[config.mk]
export PLATFORM = sky130hd
export DESIGN_NAME = hw2_result_acc_flat
export DESIGN_NICKNAME = d
export VERILOG_FILES = /design/src/rtl/hw2_result_acc_if.sv /design/src/rtl/hw2_result_acc.sv /design/src/flat_wrapper.sv
export SDC_FILE = /design/constraint.sdc
export NUM_CORES = 1
export LEC_CHECK = 0
export BUFFER_PORTS_ARGS = -buffer_cell sky130_fd_sc_hd__buf_4
export CAP_MARGIN = 40
export CORE_MARGIN = 8
export CORE_UTILIZATION = 62
export CTS_CLUSTER_DIAMETER = 150
export CTS_CLUSTER_SIZE = 30
export DETAILED_ROUTE_END_ITERATION = 10
export PLACE_DENSITY = 0.82
export SYNTH_ARGS = -nofsm -noshare
export SYNTH_HDL_FRONTEND = slang
export SYNTH_SLANG_ARGS = --single-unit
[constraint.sdc]
create_clock -name clk -period 3.5 [get_ports clk]
set_input_delay 0.7 -clock clk [delete_from_list [all_inputs] [get_ports clk]]
set_output_delay 0.7 -clock clk [all_outputs]
set_load 0.05 [all_outputs]
[src/rtl/hw2_result_acc_if.sv]
// Handshake bundle between the multiply-add producer, the frame accumulator and
// the frame-summary consumer.
interface hw2_result_acc_if #(
   parameter int DW = 16
);
   logic          in_valid;
   logic [DW-1:0] in_data;
   logic          in_ready;
   logic          flush;
   logic          out_valid;
   logic          out_ready;
   logic [DW+3:0] out_sum;
   logic [DW-1:0] out_max;
   logic [4:0]    out_zeros;
   logic [4:0]    out_count;

   modport master (
      output in_valid,
      output in_data,
      output flush,
      output out_ready,
      input  in_ready,
      input  out_valid,
      input  out_sum,
      input  out_max,
      input  out_zeros,
      input  out_count
   );

   modport slave (
      input  in_valid,
      input  in_data,
      input  flush,
      input  out_ready,
      output in_ready,
      output out_valid,
      output out_sum,
      output out_max,
      output out_zeros,
      output out_count
   );
endinterface

[src/rtl/hw2_result_acc.sv]
// Frame accumulator for the gated multiply-add result: sums, maxes and counts
// zero samples over N results, then hands one summary downstream.
module hw2_result_acc #(
   parameter int N  = 8,
   parameter int DW = 16
) (
   input  logic             clk,
   input  logic             reset,
   hw2_result_acc_if.slave  bus
);

   typedef enum logic [0:0] {
      ACCUM = 1'b0,
      DONE  = 1'b1
   } state_t;

   localparam logic [4:0] LAST_C = 5'(N - 1);

   state_t        state_r;
   state_t        state_nxt_s;

   logic          in_ready_s;
   logic          accept_s;
   logic          close_s;
   logic          handoff_s;
   logic          is_zero_s;

   logic [4:0]    cnt_r;
   logic [4:0]    cnt_nxt_s;
   logic [DW+3:0] sum_r;
   logic [DW+3:0] sum_nxt_s;
   logic [DW-1:0] max_r;
   logic [DW-1:0] max_nxt_s;
   logic [4:0]    zeros_r;
   logic [4:0]    zeros_nxt_s;

   logic          out_valid_r;
   logic [DW+3:0] out_sum_r;
   logic [DW-1:0] out_max_r;
   logic [4:0]    out_zeros_r;
   logic [4:0]    out_count_r;

   assign accept_s  = bus.in_valid && in_ready_s;
   assign handoff_s = out_valid_r && bus.out_ready;
   assign is_zero_s = (bus.in_data == {DW{1'b0}});

   // Frame close: last sample of a full frame, or flush with something to report
   always_comb begin
      close_s = 1'b0;
      if (state_r == ACCUM) begin
         close_s = (accept_s && (cnt_r == LAST_C)) ||
                   (bus.flush && ((cnt_r != 5'd0) || accept_s));
      end else begin
         close_s = 1'b0;
      end
   end

   // Accumulator values including the sample accepted this cycle
   always_comb begin
      sum_nxt_s   = sum_r;
      max_nxt_s   = max_r;
      zeros_nxt_s = zeros_r;
      cnt_nxt_s   = cnt_r;
      if (accept_s) begin
         sum_nxt_s   = sum_r + {4'b0000, bus.in_data};
         max_nxt_s   = (bus.in_data > max_r) ? bus.in_data : max_r;
         zeros_nxt_s = zeros_r + {4'b0000, is_zero_s};
         cnt_nxt_s   = cnt_r + 5'd1;
      end else begin
         sum_nxt_s   = sum_r;
         max_nxt_s   = max_r;
         zeros_nxt_s = zeros_r;
         cnt_nxt_s   = cnt_r;
      end
   end

   // State register
   always_ff @(posedge clk) begin
      if (!reset) begin
         state_r <= ACCUM;
      end else begin
         state_r <= state_nxt_s;
      end
   end

   // Next-state logic
   always_comb begin
      state_nxt_s = state_r;
      case (state_r)
         ACCUM: begin
            if (close_s) begin
               state_nxt_s = DONE;
            end else begin
               state_nxt_s = ACCUM;
            end
         end
         DONE: begin
            if (handoff_s) begin
               state_nxt_s = ACCUM;
            end else begin
               state_nxt_s = DONE;
            end
         end
         default: state_nxt_s = ACCUM;
      endcase
   end

   // State-decoded outputs; in_ready is held low while reset is asserted
   always_comb begin
      in_ready_s = 1'b0;
      case (state_r)
         ACCUM:   in_ready_s = reset;
         DONE:    in_ready_s = 1'b0;
         default: in_ready_s = 1'b0;
      endcase
   end

   // Running accumulators, cleared whenever a frame closes
   always_ff @(posedge clk) begin
      if (!reset) begin
         cnt_r   <= 5'd0;
         sum_r   <= {(DW+4){1'b0}};
         max_r   <= {DW{1'b0}};
         zeros_r <= 5'd0;
      end else if (close_s) begin
         cnt_r   <= 5'd0;
         sum_r   <= {(DW+4){1'b0}};
         max_r   <= {DW{1'b0}};
         zeros_r <= 5'd0;
      end else begin
         cnt_r   <= cnt_nxt_s;
         sum_r   <= sum_nxt_s;
         max_r   <= max_nxt_s;
         zeros_r <= zeros_nxt_s;
      end
   end

   // Summary registers: loaded on close, held until the consumer takes them
   always_ff @(posedge clk) begin
      if (!reset) begin
         out_valid_r <= 1'b0;
         out_sum_r   <= {(DW+4){1'b0}};
         out_max_r   <= {DW{1'b0}};
         out_zeros_r <= 5'd0;
         out_count_r <= 5'd0;
      end else if (close_s) begin
         out_valid_r <= 1'b1;
         out_sum_r   <= sum_nxt_s;
         out_max_r   <= max_nxt_s;
         out_zeros_r <= zeros_nxt_s;
         out_count_r <= cnt_nxt_s;
      end else if (handoff_s) begin
         out_valid_r <= 1'b0;
      end else begin
         out_valid_r <= out_valid_r;
      end
   end

   assign bus.in_ready  = in_ready_s;
   assign bus.out_valid = out_valid_r;
   assign bus.out_sum   = out_sum_r;
   assign bus.out_max   = out_max_r;
   assign bus.out_zeros = out_zeros_r;
   assign bus.out_count = out_count_r;

endmodule
[src/flat_wrapper.sv]
// flat-port wrapper written by rule: the top's interface ports become plain ports
module hw2_result_acc_flat 
#(
   parameter int N  = 8,
   parameter int DW = 16
)
  (clk, reset, bus_in_valid, bus_in_data, bus_flush, bus_out_ready, bus_in_ready, bus_out_valid, bus_out_sum, bus_out_max, bus_out_zeros, bus_out_count);
  hw2_result_acc_if #(.DW(DW)) bus_i ();
  input  logic clk;
  input  logic reset;
  input wire logic [$bits(bus_i.in_valid)-1:0] bus_in_valid;
  input wire logic [$bits(bus_i.in_data)-1:0] bus_in_data;
  input wire logic [$bits(bus_i.flush)-1:0] bus_flush;
  input wire logic [$bits(bus_i.out_ready)-1:0] bus_out_ready;
  output wire logic [$bits(bus_i.in_ready)-1:0] bus_in_ready;
  output wire logic [$bits(bus_i.out_valid)-1:0] bus_out_valid;
  output wire logic [$bits(bus_i.out_sum)-1:0] bus_out_sum;
  output wire logic [$bits(bus_i.out_max)-1:0] bus_out_max;
  output wire logic [$bits(bus_i.out_zeros)-1:0] bus_out_zeros;
  output wire logic [$bits(bus_i.out_count)-1:0] bus_out_count;
  assign bus_i.in_valid = bus_in_valid;
  assign bus_i.in_data = bus_in_data;
  assign bus_i.flush = bus_flush;
  assign bus_i.out_ready = bus_out_ready;
  assign bus_in_ready = bus_i.in_ready;
  assign bus_out_valid = bus_i.out_valid;
  assign bus_out_sum = bus_i.out_sum;
  assign bus_out_max = bus_i.out_max;
  assign bus_out_zeros = bus_i.out_zeros;
  assign bus_out_count = bus_i.out_count;
  hw2_result_acc #(.N(N), .DW(DW)) u_core (.clk(clk), .reset(reset), .bus(bus_i));
endmodule
# Word-level counts from Yosys, hierarchy flattened
# Index checks and enable logic that the tools add are counted.
[op_classes]
add_sub_neg = 3
n_mul = 0
div_mod_pow = 0
magnitude_cmp = 1
eq_ne = 1
n_shift = 0
mux = 12
n_bitwise = 2
n_reduce_logical = 10
[op_table]
columns = ["cell", "n"]
rows = [
  ["16-bit 2-to-1 mux", 2],
  ["20-bit by 16-bit adder with 20-bit output", 1],
  ["20-bit 2-to-1 mux", 1],
  ["16-bit greater-than comparator", 1],
  ["16-bit logical NOT", 1],
  ["5-bit 2-to-1 mux", 2],
  ["5-bit by 1-bit adder with 5-bit output", 1],
  ["5-bit by 1-bit adder with 5-bit output (second input constant)", 1],
  ["5-bit by 3-bit equality test with 1-bit output (second input constant)", 1],
  ["1-bit 2-to-1 mux", 5],
  ["5-bit nonzero test", 1],
  ["1-bit logical AND", 4],
  ["1-bit one-hot mux with 2 select lines", 2],
  ["1-bit logical OR", 2],
  ["1-bit NOT", 2],
  ["2-bit nonzero test", 1],
  ["2-bit OR reduction", 1],
]
[totals]
regBits = 94
latchBits = 0
ram_bits = 0
mem_bits_ro = 0
input_bits = 21
output_inout_bits = 48
word_cells = 39
mem_count = 0

# Longest topological paths before layout
[logic_depth]
ltp_word = 9
mapped_depth = 11

# Least setup slack after synthesis
# OpenSTA, ideal clock, no wires.
[synth_timing]
kind = "in2reg"
startpoint = "input port bus_in_data[0]"
endpoint = "register u_core.sum_r[18]"
setup_ns = 0.070
t_arrival_ns = 2.452
required_time_ns = 3.430
slack_ns = 0.978
cell_stages = 9
path_cell_list = "ha_1 > inv_1 > fa_1 > nand2b_1 > a21oi_1 > o21a_4 > a21oi_2 > or3_1 > a21oi_1"
[synth_between]
elab_chain_cells = 2
[synth_rtl]
columns = ["item", "line", "rtl"]
rows = [
  ["start, declared", "flat_wrapper.sv:12", "input wire logic [$bits(bus_i.in_data)-1:0] bus_in_data;"],
  ["20-bit by 16-bit adder with 20-bit output", "hw2_result_acc.sv:65", "sum_nxt_s = sum_r + {4'b0000, bus.in_data};"],
  ["20-bit 2-to-1 mux", "hw2_result_acc.sv:64", "if (accept_s) begin"],
  ["end signal, assigned", "hw2_result_acc.sv:122", "sum_r <= {(DW+4){1'b0}};"],
  ["end signal, assigned", "hw2_result_acc.sv:127", "sum_r <= {(DW+4){1'b0}};"],
  ["end signal, assigned", "hw2_result_acc.sv:132", "sum_r <= sum_nxt_s;"],
  ["end, declared", "hw2_result_acc.sv:30", "logic [DW+3:0] sum_r;"],
]
# No other way between the ends.
# A chain may end at the register's enable or synchronous reset.

# Worst setup path after layout
# Ends and elaborated chain as after synthesis.

==> impl_results.md <==
- Layout fillers: 600
- DRT Wirelength: 12400 um
- Sequential area share after synthesis: 0.385
- VDD IR-drop max: a little over 0.3 mV
- First-pass GRT wire length: 20700 um
- Drt drc: 0
- DP HPWL: 9250 um
- Dominant cell type by area after synthesis: dfxtp_1
- Most used cell, CP: a21oi_1
- Final hold violations: 0
- Rows: 32
- Synth top cells by count: dfxtp_1 (94), nand2_1 (51), ha_1 (36), nor2_1 (36), o21ai_0 (34)
- Status: finished clean
- Async set or reset register ratio after synthesis: 0
- Crit-path cells: buf_4 > ha_1 > inv_1 > fa_1 > nand2b_1 > a21oi_1 > o21a_4 > a21oi_2 > or3_1 > a21oi_1
- Final instance area: between 5000 and 6000 sq um
- I/O Pins: 69
- Power density cells: 429 nW/um^2
- Setup_tns: 0 ns
- Max_slew headroom: 0.482
- Routing usage on met2: 0.380
- Layout overhead on the synthesized area: 15.3%
- Number of distinct library cells after synthesis: 66
- Most frequent cell after synthesis: dfxtp_1
- CP Class: in2reg
- Core Util, Final: 0.733
- Register clock-pin slew on the reported worst setup and hold paths: approximately 0.1 ns
- Die height: ~100 um
- Drt initial violations: about 270
- Worst Hold Class: reg2reg
- CP Max Fanout: 7
- Period minus WS final: 2.56 ns
- Sequential share of power: 0.473
- Vias in the first global route: about 4300
- Average wire per standard cell: about 17 um
- CTS tree: yes
- Post CTS Setup Buffer Count: 0
- Overflow after GRT: 0
- Reg area: ~1900 sq um
- P_leak: around 0.0024 uW
- RSZ-0062 raised after global routing: no
- CP max-delay cell: fa_1
- Vias/cell: 6.03
- Sw Pwr: between 700 and 800 uW
- Post-synthesis cell area: between 4000 and 5000 sq um
- Critical path required time: approximately 3.8 ns
- Clk root buf: clkbuf_8
- Met3 global-route usage: 0.0510
- Die Wd: 105 um
- EDFF count, synth: 0
- Crit path capture type: flop
- Clk buf depth: 2
- Pins Over Slew Limit: 0
- Die area: between 10000 and 15000 sq um
- Layer with the highest usage: met2
- Tcrit/Tclk final: 0.730
- Logic pwr share: 0.216
- Top cell type's share of synthesized area: 0.385
- Fin nets: 664
- Routing usage on met1: 0.272
- Slew @ Worst Pin: 0.777 ns
- Multi-input combinational cell area: roughly 2700 sq um
- Max cap viols: 0
- Port bufs: around 70
- Initial antenna violation count: 0
- Clk_skew: about 0.015 ns
- CP Launch Type: input port
- Fmax: a little under 400 MHz
- Pint: between 1500 and 2000 uW
- CTS buffer count: 9
- Later-pin clock latency in the skew report: between 0.3 and 0.4 ns
- CTS sink count: 94
- Syn_nets: 608
- Post-synth top flop: dfxtp_1
- Post-place instance area: 5430 sq um
- CP Data Arrival Time: 2.85 ns
- Synth Register Bits: 94
- Share of layout cells above drive strength 1: 0.178
- Clock power share: 0.310
- Post-CTS Hold Fix Bufs: 0
- Core area: 7690 sq um
- Yosys Warn Count: 0
- Post-Syn Instances: 550
- Cell types occupying the most area after synthesis: dfxtp_1 (39%), ha_1 (9.2%), nand2_1 (3.9%)
- Routed vias: around 4300
- Mean Syn Cell Area: between 8 and 9 sq um
- Sw Ratio: 0.317
- # diodes: 0
- # setup viols final: 0
- All-layer global routing usage: 0.225
- H-tree levels: 3
- DRT Pass-1 Iters: 5
- # resized after CTS: 0
- Crit-path max cell delay: about 0.41 ns
- Starting Density: 0.636
- GP Congestion: roughly 0.9
- Largest net degree at the start of global routing: 37
- Post-route ant nets: 0
[layout make-up]
cell class / count / area share
clock buffer: 11 / 0.0251
clock inverter: 5 / 0.0113
inverter: 28 / 0.0187
multi-input combinational: 396 / 0.484
sequential: 94 / 0.334
tap: 102 / 0.0226
timing repair buffer: 77 / 0.104
[per-layer routing]
layer,up-vias,part of all wire
met5,-,0
li1,2111,-
met2,105,0.47
met3,18,0.047
met4,0,0.020
met1,2064,0.46
[power groups by stage]
stage | Sequential (uW) | Clock, uW | Combinational (uW)
after global placement | 1170 | 0 | 505
after global routing | 1150 | 799 | 569
final | 1140 | 750 | 523
after detailed placement | 1170 | 0 | 518
after CTS | 1140 | 756 | 521
after floorplan | 1230 | 0 | 302
[stage by stage]
stage               worst slack [ns]  hold WS (ns)  instances  total power (uW)
floorplan                      0.978         0.444        550              1540
global placement               0.723         0.439        696              1670
detailed placement             0.631         0.448        697              1690
CTS                            0.933         0.470        713              2420
global route                   0.824         0.493        713              2520
finish                         0.943         0.468        713              2420
[cell families (layout without fill, tap and decap cells)]
logic type / count (synthesis) / count (layout) / synth area share
AND/OR/NAND/NOR: 184 / 184 / 0.195
AO/OA/AOI/OAI: 144 / 144 / 0.206
flip-flops: 94 / 94 / 0.385
buffers and inverters: 60 / 121 / 0.0589
adder cells (fa/ha/maj): 37 / 37 / 0.0963
XOR/XNOR: 20 / 20 / 0.0358
multiplexers: 11 / 11 / 0.0225
[flip-flops by register name, summed over array words and instances (netlist names)]
| signal | count |
|---|---|
| u_core.state_r | 1 |
| u_core.max_r | 16 |
| u_core.cnt_r | 5 |
| u_core.bus.out_zeros | 5 |
| u_core.bus.out_max | 16 |
| u_core.bus.out_count | 5 |
| u_core.bus.out_valid | 1 |
| u_core.sum_r | 20 |
| u_core.bus.out_sum | 20 |
| u_core.zeros_r | 5 |
[cell usage in the layout, fill, tap and decap left out, types with 11 or more instances in the layout]
cell type	netlist	layout
dfxtp_1	94	94
buf_4	3	75
nand2_1	51	51
nor2_1	36	36
ha_1	36	36
o21ai_0	34	34
a21oi_1	31	31
inv_1	28	28
nand3_1	28	28
and3_1	19	18
a221o_1	16	16
o31ai_1	14	14
mux2i_1	11	11
[critical path: cells and delay by family]
family	cells	cell delay, ns
buffers and inverters	2	0.19
adder cells (fa/ha/maj)	2	0.62
AND/OR/NAND/NOR	2	0.55
AO/OA/AOI/OAI	4	0.79
[final timing paths]
check | cells past startpoint | start | slack, ns | endpoint
min reg2reg | 2 | u_core.bus.out_sum[2] | 0.47 | u_core.bus.out_sum[2]
max | 10 | bus_in_data[0] | 0.94 | u_core.sum_r[18]
max reg2reg | 6 | u_core.cnt_r[0] | 0.95 | u_core.bus.out_max[1]
min | 2 | u_core.bus.out_sum[2] | 0.47 | u_core.bus.out_sum[2]
Note: power is estimated with default switching activity, not from simulation.
